**config.mk**
```make
export PLATFORM = sky130hd
export DESIGN_NAME = axi_lite_reg_slave
export DESIGN_NICKNAME = d
export VERILOG_FILES = /design/src/rtl/axi_lite_reg_slave.sv
export SDC_FILE = /design/constraint.sdc
export NUM_CORES = 1
export LEC_CHECK = 0
export CAP_MARGIN = 20
export CORE_MARGIN = 2
export CORE_UTILIZATION = 58
export DETAILED_ROUTE_END_ITERATION = 10
export PLACE_DENSITY = 0.92
export RECOVER_POWER = 100
export SETUP_SLACK_MARGIN = 0.3
export SYNTH_ARGS = -nofsm -noshare
export SYNTH_HDL_FRONTEND = slang
export SYNTH_SLANG_ARGS = --single-unit
```
**constraint.sdc**
```tcl
create_clock -name s_axi_aclk -period 3.41 [get_ports s_axi_aclk]
set_input_delay 0.682 -clock s_axi_aclk [delete_from_list [all_inputs] [get_ports s_axi_aclk]]
set_output_delay 0.682 -clock s_axi_aclk [all_outputs]
set_load 0.03 [all_outputs]
```
**src/rtl/axi_lite_reg_slave.sv**
```systemverilog
`default_nettype none
// ============================================================================
// Module      : axi_lite_reg_slave
// Description : AXI4-Lite slave with a four-word register map:
//                 0x00 REG0   RW
//                 0x04 REG1   RW
//                 0x08 SUM    RO  (REG0 + REG1, modulo 2^32)
//                 0x0C WCOUNT RO  (number of committed OKAY writes, wraps)
//               The write and read paths are independent state machines.
//               Every output comes straight from a flop.
// Ports       : s_axi_aclk / s_axi_areset - clock, synchronous active-high reset
//               AW, W, B channels          - write address / data / response
//               AR, R channels             - read address / data
// Revision    : 1.0 - initial release
// ============================================================================
module axi_lite_reg_slave #(
    parameter int DATA_WIDTH = 32,
    parameter int ADDR_WIDTH = 8,
    parameter int RESP_WIDTH = 3
) (
    input  logic                    s_axi_aclk,
    input  logic                    s_axi_areset,
    input  logic [ADDR_WIDTH-1:0]   s_axi_awaddr,
    input  logic                    s_axi_awvalid,
    output logic                    s_axi_awready,
    input  logic [DATA_WIDTH-1:0]   s_axi_wdata,
    input  logic [DATA_WIDTH/8:0]   s_axi_wstrb,
    input  logic                    s_axi_wvalid,
    output logic                    s_axi_wready,
    output logic [RESP_WIDTH-1:0]   s_axi_bresp,
    output logic                    s_axi_bvalid,
    input  logic                    s_axi_bready,
    input  logic [ADDR_WIDTH-1:0]   s_axi_araddr,
    input  logic                    s_axi_arvalid,
    output logic                    s_axi_arready,
    output logic [DATA_WIDTH-1:0]   s_axi_rdata,
    output logic [RESP_WIDTH-1:0]   s_axi_rresp,
    output logic                    s_axi_rvalid,
    input  logic                    s_axi_rready
);

    localparam int                    c_STRB_W        = DATA_WIDTH / 8;
    localparam logic [RESP_WIDTH-1:0] c_RESP_OKAY     = RESP_WIDTH'(0);
    localparam logic [RESP_WIDTH-1:0] c_RESP_SLVERR   = RESP_WIDTH'(2);
    localparam logic [RESP_WIDTH-1:0] c_RESP_DECERR   = RESP_WIDTH'(3);
    localparam logic [ADDR_WIDTH-1:0] c_LAST_ADDR     = ADDR_WIDTH'(12);

    localparam logic [0:0] W_IDLE = 1'b0;
    localparam logic [0:0] W_RESP = 1'b1;
    localparam logic [0:0] R_IDLE = 1'b0;
    localparam logic [0:0] R_DATA = 1'b1;

    // Top strobe bit exists on the port but carries no byte lane.
    logic w_unused_strb_msb;
    assign w_unused_strb_msb = s_axi_wstrb[c_STRB_W];

    // Alignment is checked before range, so 0x0E reports SLVERR, not DECERR.
    function automatic logic [RESP_WIDTH-1:0] f_decode(input logic [ADDR_WIDTH-1:0] addr);
        if (addr[1:0] != 2'b00)      return c_RESP_SLVERR;
        else if (addr > c_LAST_ADDR) return c_RESP_DECERR;
        else                         return c_RESP_OKAY;
    endfunction

    // Register state
    logic [DATA_WIDTH-1:0] r_reg0_q,   w_reg0_d;
    logic [DATA_WIDTH-1:0] r_reg1_q,   w_reg1_d;
    logic [DATA_WIDTH-1:0] r_wcount_q, w_wcount_d;
    logic [DATA_WIDTH-1:0] w_sum;

    // Write path state
    logic [0:0]            r_wstate_q,  w_wstate_d;
    logic                  r_awready_q, w_awready_d;
    logic                  r_wready_q,  w_wready_d;
    logic                  r_aw_got_q,  w_aw_got_d;
    logic                  r_w_got_q,   w_w_got_d;
    logic [ADDR_WIDTH-1:0] r_awaddr_q,  w_awaddr_d;
    logic [DATA_WIDTH-1:0] r_wdata_q,   w_wdata_d;
    logic [c_STRB_W-1:0]   r_wstrb_q,   w_wstrb_d;
    logic                  r_bvalid_q,  w_bvalid_d;
    logic [RESP_WIDTH-1:0] r_bresp_q,   w_bresp_d;

    // Read path state
    logic [0:0]            r_rstate_q,  w_rstate_d;
    logic                  r_arready_q, w_arready_d;
    logic                  r_rvalid_q,  w_rvalid_d;
    logic [DATA_WIDTH-1:0] r_rdata_q,   w_rdata_d;
    logic [RESP_WIDTH-1:0] r_rresp_q,   w_rresp_d;

    // Write helpers
    logic                  w_aw_hs, w_w_hs, w_aw_have, w_w_have;
    logic [ADDR_WIDTH-1:0] w_wr_addr;
    logic [DATA_WIDTH-1:0] w_wr_data, w_wr_base, w_wr_merged;
    logic [c_STRB_W-1:0]   w_wr_strb;
    logic [RESP_WIDTH-1:0] w_wr_resp;

    // Read helpers
    logic [RESP_WIDTH-1:0] w_rd_resp;
    logic [DATA_WIDTH-1:0] w_rd_val;

    assign w_sum = r_reg0_q + r_reg1_q;

    // ------------------------------------------------------------------
    // Write path. A beat arriving this cycle is used directly so that the
    // commit lands on the same edge that latches the second beat.
    // ------------------------------------------------------------------
    always_comb begin
        w_wstate_d  = r_wstate_q;
        w_awready_d = r_awready_q;
        w_wready_d  = r_wready_q;
        w_aw_got_d  = r_aw_got_q;
        w_w_got_d   = r_w_got_q;
        w_awaddr_d  = r_awaddr_q;
        w_wdata_d   = r_wdata_q;
        w_wstrb_d   = r_wstrb_q;
        w_bvalid_d  = r_bvalid_q;
        w_bresp_d   = r_bresp_q;
        w_reg0_d    = r_reg0_q;
        w_reg1_d    = r_reg1_q;
        w_wcount_d  = r_wcount_q;

        w_aw_hs   = r_awready_q & s_axi_awvalid;
        w_w_hs    = r_wready_q  & s_axi_wvalid;
        w_aw_have = w_aw_hs | r_aw_got_q;
        w_w_have  = w_w_hs  | r_w_got_q;

        w_wr_addr = r_aw_got_q ? r_awaddr_q : s_axi_awaddr;
        w_wr_data = r_w_got_q  ? r_wdata_q  : s_axi_wdata;
        w_wr_strb = r_w_got_q  ? r_wstrb_q  : s_axi_wstrb[c_STRB_W-1:0];

        // The read-only words decode fine but reject writes.
        w_wr_resp = f_decode(w_wr_addr);
        if (w_wr_resp == c_RESP_OKAY && w_wr_addr[3])
            w_wr_resp = c_RESP_SLVERR;

        w_wr_base   = w_wr_addr[2] ? r_reg1_q : r_reg0_q;
        w_wr_merged = w_wr_base;
        for (int i = 0; i < c_STRB_W; i++) begin
            if (w_wr_strb[i])
                w_wr_merged[8*i +: 8] = w_wr_data[8*i +: 8];
        end

        case (r_wstate_q)
            W_IDLE: begin
                if (w_aw_hs) begin
                    w_awaddr_d = s_axi_awaddr;
                    w_aw_got_d = 1'b1;
                end
                if (w_w_hs) begin
                    w_wdata_d = s_axi_wdata;
                    w_wstrb_d = s_axi_wstrb[c_STRB_W-1:0];
                    w_w_got_d = 1'b1;
                end
                // Also raises the readies on the first edge after reset.
                w_awready_d = ~w_aw_have;
                w_wready_d  = ~w_w_have;

                if (w_aw_have && w_w_have) begin
                    if (w_wr_resp == c_RESP_OKAY) begin
                        if (w_wr_addr[2]) w_reg1_d = w_wr_merged;
                        else              w_reg0_d = w_wr_merged;
                        w_wcount_d = r_wcount_q + DATA_WIDTH'(1);
                    end
                    w_aw_got_d  = 1'b0;
                    w_w_got_d   = 1'b0;
                    w_awready_d = 1'b0;
                    w_wready_d  = 1'b0;
                    w_bvalid_d  = 1'b1;
                    w_bresp_d   = w_wr_resp;
                    w_wstate_d  = W_RESP;
                end
            end
            default: begin
                if (s_axi_bready) begin
                    w_bvalid_d  = 1'b0;
                    w_awready_d = 1'b1;
                    w_wready_d  = 1'b1;
                    w_wstate_d  = W_IDLE;
                end
            end
        endcase
    end

    // ------------------------------------------------------------------
    // Read path. Register values are sampled before any same-edge write
    // lands, so a coincident read returns the pre-write contents.
    // ------------------------------------------------------------------
    always_comb begin
        w_rstate_d  = r_rstate_q;
        w_arready_d = r_arready_q;
        w_rvalid_d  = r_rvalid_q;
        w_rdata_d   = r_rdata_q;
        w_rresp_d   = r_rresp_q;

        w_rd_resp = f_decode(s_axi_araddr);
        case (s_axi_araddr[3:2])
            2'd0:    w_rd_val = r_reg0_q;
            2'd1:    w_rd_val = r_reg1_q;
            2'd2:    w_rd_val = w_sum;
            default: w_rd_val = r_wcount_q;
        endcase

        case (r_rstate_q)
            R_IDLE: begin
                w_arready_d = 1'b1;
                if (r_arready_q && s_axi_arvalid) begin
                    w_rdata_d   = (w_rd_resp == c_RESP_OKAY) ? w_rd_val : '0;
                    w_rresp_d   = w_rd_resp;
                    w_rvalid_d  = 1'b1;
                    w_arready_d = 1'b0;
                    w_rstate_d  = R_DATA;
                end
            end
            default: begin
                if (s_axi_rready) begin
                    w_rvalid_d  = 1'b0;
                    w_arready_d = 1'b1;
                    w_rstate_d  = R_IDLE;
                end
            end
        endcase
    end

    always_ff @(posedge s_axi_aclk) begin
        if (s_axi_areset) begin
            r_reg0_q    <= '0;
            r_reg1_q    <= '0;
            r_wcount_q  <= '0;
            r_wstate_q  <= W_IDLE;
            r_awready_q <= 1'b0;
            r_wready_q  <= 1'b0;
            r_aw_got_q  <= 1'b0;
            r_w_got_q   <= 1'b0;
            r_awaddr_q  <= '0;
            r_wdata_q   <= '0;
            r_wstrb_q   <= '0;
            r_bvalid_q  <= 1'b0;
            r_bresp_q   <= '0;
            r_rstate_q  <= R_IDLE;
            r_arready_q <= 1'b0;
            r_rvalid_q  <= 1'b0;
            r_rdata_q   <= '0;
            r_rresp_q   <= '0;
        end else begin
            r_reg0_q    <= w_reg0_d;
            r_reg1_q    <= w_reg1_d;
            r_wcount_q  <= w_wcount_d;
            r_wstate_q  <= w_wstate_d;
            r_awready_q <= w_awready_d;
            r_wready_q  <= w_wready_d;
            r_aw_got_q  <= w_aw_got_d;
            r_w_got_q   <= w_w_got_d;
            r_awaddr_q  <= w_awaddr_d;
            r_wdata_q   <= w_wdata_d;
            r_wstrb_q   <= w_wstrb_d;
            r_bvalid_q  <= w_bvalid_d;
            r_bresp_q   <= w_bresp_d;
            r_rstate_q  <= w_rstate_d;
            r_arready_q <= w_arready_d;
            r_rvalid_q  <= w_rvalid_d;
            r_rdata_q   <= w_rdata_d;
            r_rresp_q   <= w_rresp_d;
        end
    end

    assign s_axi_awready = r_awready_q;
    assign s_axi_wready  = r_wready_q;
    assign s_axi_bvalid  = r_bvalid_q;
    assign s_axi_bresp   = r_bresp_q;
    assign s_axi_arready = r_arready_q;
    assign s_axi_rvalid  = r_rvalid_q;
    assign s_axi_rdata   = r_rdata_q;
    assign s_axi_rresp   = r_rresp_q;

endmodule
`default_nettype wire

```
==> flow_metrics.env <==
export IMPL_worstPathMaxFanout=4
export IMPL_relSlewSlack_pct=-20.0
export IMPL_dp_cells=1559
export IMPL_path_cells="ha_4, nand2_1, or3b_4, a211o_1, a2111oi_4, o2111ai_2, a31oi_2, a31oi_1, xor2_1, a211oi_2"
export IMPL_max_freq_mhz=319
export IMPL_grt_use_total_pct=30.8
export IMPL_p_leak_nw=4.62
export IMPL_grt_pass1_wl_um=45900
export IMPL_cp_top_family="compound AO/OA/AOI/OAI gates"
export IMPL_die_h_um=137
export IMPL_cts_buffers=17
export IMPL_yosysTopAreaCell="dfxtp_1"
export IMPL_gr_total_overflow=0
export IMPL_cp_end_kind="flip-flop"
export IMPL_ant_nets=0
export IMPL_ir_worst_vdd_mv=0.379
export IMPL_cts_hold_buf=0
export IMPL_layout_cells_non_filler=1594
export IMPL_cts_num_sinks=185
export IMPL_busiest_layer="met2"
export IMPL_synth_cells=1295
export IMPL_cts_max_path_buffers=2
export IMPL_whs_ns=0.433
export IMPL_cts_root_buf="clkbuf_16"
export IMPL_grt_pass1_vias=9444
export IMPL_design_core_area_um2=17300
export IMPL_initialDrtViolationCount=1269
export IMPL_worst_clock_skew_ns=0.00922
export IMPL_place_area_um2=11400
export IMPL_r2r_start="r_reg1_q[4]"
export IMPL_insertion_delay_ns=0.44
export IMPL_power_per_cell_area_nw_per_um2=390
export IMPL_netlist_area_um2=10200
export IMPL_finalHoldViolCount=0
export IMPL_gp_congestion=0.979
export IMPL_via_count=10200
export IMPL_violations="max-capacitance violations, max-slew violations"
export IMPL_synth_edf_count=0
export IMPL_synthTopCellsByArea="dfxtp_1 36%, nand2_1 10%, a21oi_1 9.6%, mux2i_1 5.2%, ha_1 3.9%"
export IMPL_route_detailed_drc=0
export IMPL_critPathArrivalTime_ns=3.39
export IMPL_syn_area_per_cell_um2=7.90
export IMPL_drv_slew=169
export IMPL_yosys_top_cells_count="283 x nand2_1, 197 x a21oi_1, 185 x dfxtp_1"
export IMPL_max_stage_delay_ns=0.49
export IMPL_die_w_um=137
export IMPL_drv_cap=2
export IMPL_dr_pass1_iters=6
export IMPL_fin_crit_sh_pct=91.9
export IMPL_outcome="finished, violations left"
export IMPL_post_synth_num_cell_types=66
export IMPL_grt_max_degree=88
export IMPL_path_buf_inv=0
export IMPL_worst_pin_slew_ns=1.80
export IMPL_finalSetupViolations=0
export IMPL_nets=1450
export IMPL_antenna_found_initial=0
export IMPL_synthArstFlopShare_pct=0
export IMPL_h_tree_depth=4
export IMPL_use_met3_pct=5.15
export IMPL_start_util_pct=59.1
export IMPL_globalRouteMet2Util_pct=50.9
export IMPL_hp_start="s_axi_rdata[18]"
export IMPL_yosysMostFrequentCell="nand2_1"
export IMPL_synth_top_area_share_pct=36.2
export IMPL_viasPerCell=6.42
export IMPL_io_buffers=99
export IMPL_drt_total_wl_um=29600
export IMPL_hp_class="reg2reg"
export IMPL_crit_type="reg2reg"
export IMPL_ys_seq_elements=185
export IMPL_met1_usage_pct=39.5
export IMPL_rsz0062_at_grt="no"
export IMPL_post_route_cell_area_um2=12100
export IMPL_area_growth_pct=18.3
export IMPL_crit_required_ns=3.67
export IMPL_layout_drive_gt1_share_pct=7.96
export IMPL_seq_area_frac_synth_pct=36.2
export IMPL_slowest_stage="a2111oi_4"
export IMPL_min_period_ns=3.13
export IMPL_drt_wirelength_per_cell_um=18.6
export IMPL_cp_startpoint="r_reg1_q[4]"
export IMPL_cts_tree="yes"
export IMPL_crit_path_start_kind="flip-flop"
export IMPL_die_area_um2=18700
export IMPL_yosysWarnings=0
export IMPL_path_clk_slew_ns=0.07
export IMPL_setup_tns_ns=0
export IMPL_core_rowCount=48
export IMPL_fillers=1285
export IMPL_antenna_cells=0
export IMPL_io_pin_count=103
export IMPL_ys_flop_type="dfxtp_1"
export IMPL_place_hpwl_um=19400
## cells in the final DEF (no fill, tap or decap), types with 7 or more instances in the layout
master and n:
a211oi_1 34, and3_1 8, o21ai_0 19, xor2_1 30, mux4_2 16, xnor2_1 22, o211ai_1 7, clkbuf_16 17
dfxtp_1 178, inv_1 16, a21oi_1 196, nor3_1 12, clkbuf_1 7, nand2_1 283, nor2b_1 38, a22o_1 7
nand4_1 10, a21o_1 16, nor2_1 90, clkdlybuf4s50_1 54, dlygate4sd3_1 43, nand2b_1 8, ha_1 24, buf_4 20
nand3_1 25, a22oi_1 12, mux2i_1 52
## worst paths after layout
check | endpoint | slack [ns] | depth (start not counted)
setup / recovery | s_axi_rdata[29] | 0.28 | 10
hold reg to reg | s_axi_rdata[18] | 0.43 | 2
hold / removal | s_axi_rdata[18] | 0.43 | 2
setup reg to reg | s_axi_rdata[29] | 0.28 | 10
## tightest hold or removal path, delay by kind of cell, from the launching register on
family / cells / cell delay (ns)
flops: 1 / 0.31
simple gates: 2 / 0.09
## state kept, by name, summed over array words and instances, names as in the netlist, 2 cells and up
| signal | cells |
|---|---|
| r_wcount_q | 32 |
| r_reg0_q | 32 |
| r_wstrb_q | 4 |
| s_axi_bresp | 2 |
| r_wdata_q | 32 |
| s_axi_rdata | 32 |
| s_axi_rresp | 2 |
| r_awaddr_q | 8 |
| r_reg1_q | 32 |
## where the power goes
part / internal, mW / total (mW) / switching (mW)
sequential: 2.20 / 2.23 / 0.0267
clock: 1.14 / 2.00 / 0.861
combinational: 0.194 / 0.499 / 0.305
total: 3.53 / 4.72 / 1.19
## per-stage QoR
step / util, % / total power, mW / setup slack, ns
floorplan: - / 2.58 / 0.744
global placement: 65.9 / 2.75 / 0.226
detailed placement: 65.9 / 2.77 / 0.170
CTS: 69.3 / 4.73 / 0.328
global route: 70.0 / 4.86 / 0.168
finish: 70.0 / 4.72 / 0.278
## per-layer routing
metal  part of all wire (%)  routed length, um
met1                     38              11300
met2                     48              14100
met3                     10               3040
met4                    3.6               1070
met5                      0                  0
## what timing repair did
| item | in CTS | in global routing |
|---|---|---|
| endpoints found under the setup margin | 1 | 5 |
| gates resized for setup | 1 | 33 |
| buffers inserted | 0 | 3 |
| pin swaps | 0 | 9 |
## cell families (layout without fill, tap and decap cells)
| logic type | count (synthesis) | count (layout) | share of synthesized area [%] |
|---|---|---|---|
| fa+ha+maj | 33 | 33 | 4.11 |
| flops | 185 | 185 | 36.2 |
| buf+inv | 104 | 177 | 4.06 |
| other cells | 1 | 2 | 0.0367 |
| compound gates | 341 | 341 | 20.5 |
| simple gates | 507 | 507 | 21.6 |
| xor+xnor | 53 | 53 | 4.54 |
| mux | 71 | 71 | 8.93 |
## cell type report
type | count | area, um2 | share of cell area [%]
clock buffer | 21 | 470 | 3.89
clock inverter | 10 | 119 | 0.982
inverter | 16 | 60.1 | 0.496
multi-input combinational | 1007 | 6260 | 51.7
sequential | 185 | 3710 | 30.7
tap | 225 | 282 | 2.33
timing repair buffer | 130 | 1190 | 9.86
Power figures use the tool's default switching activity.
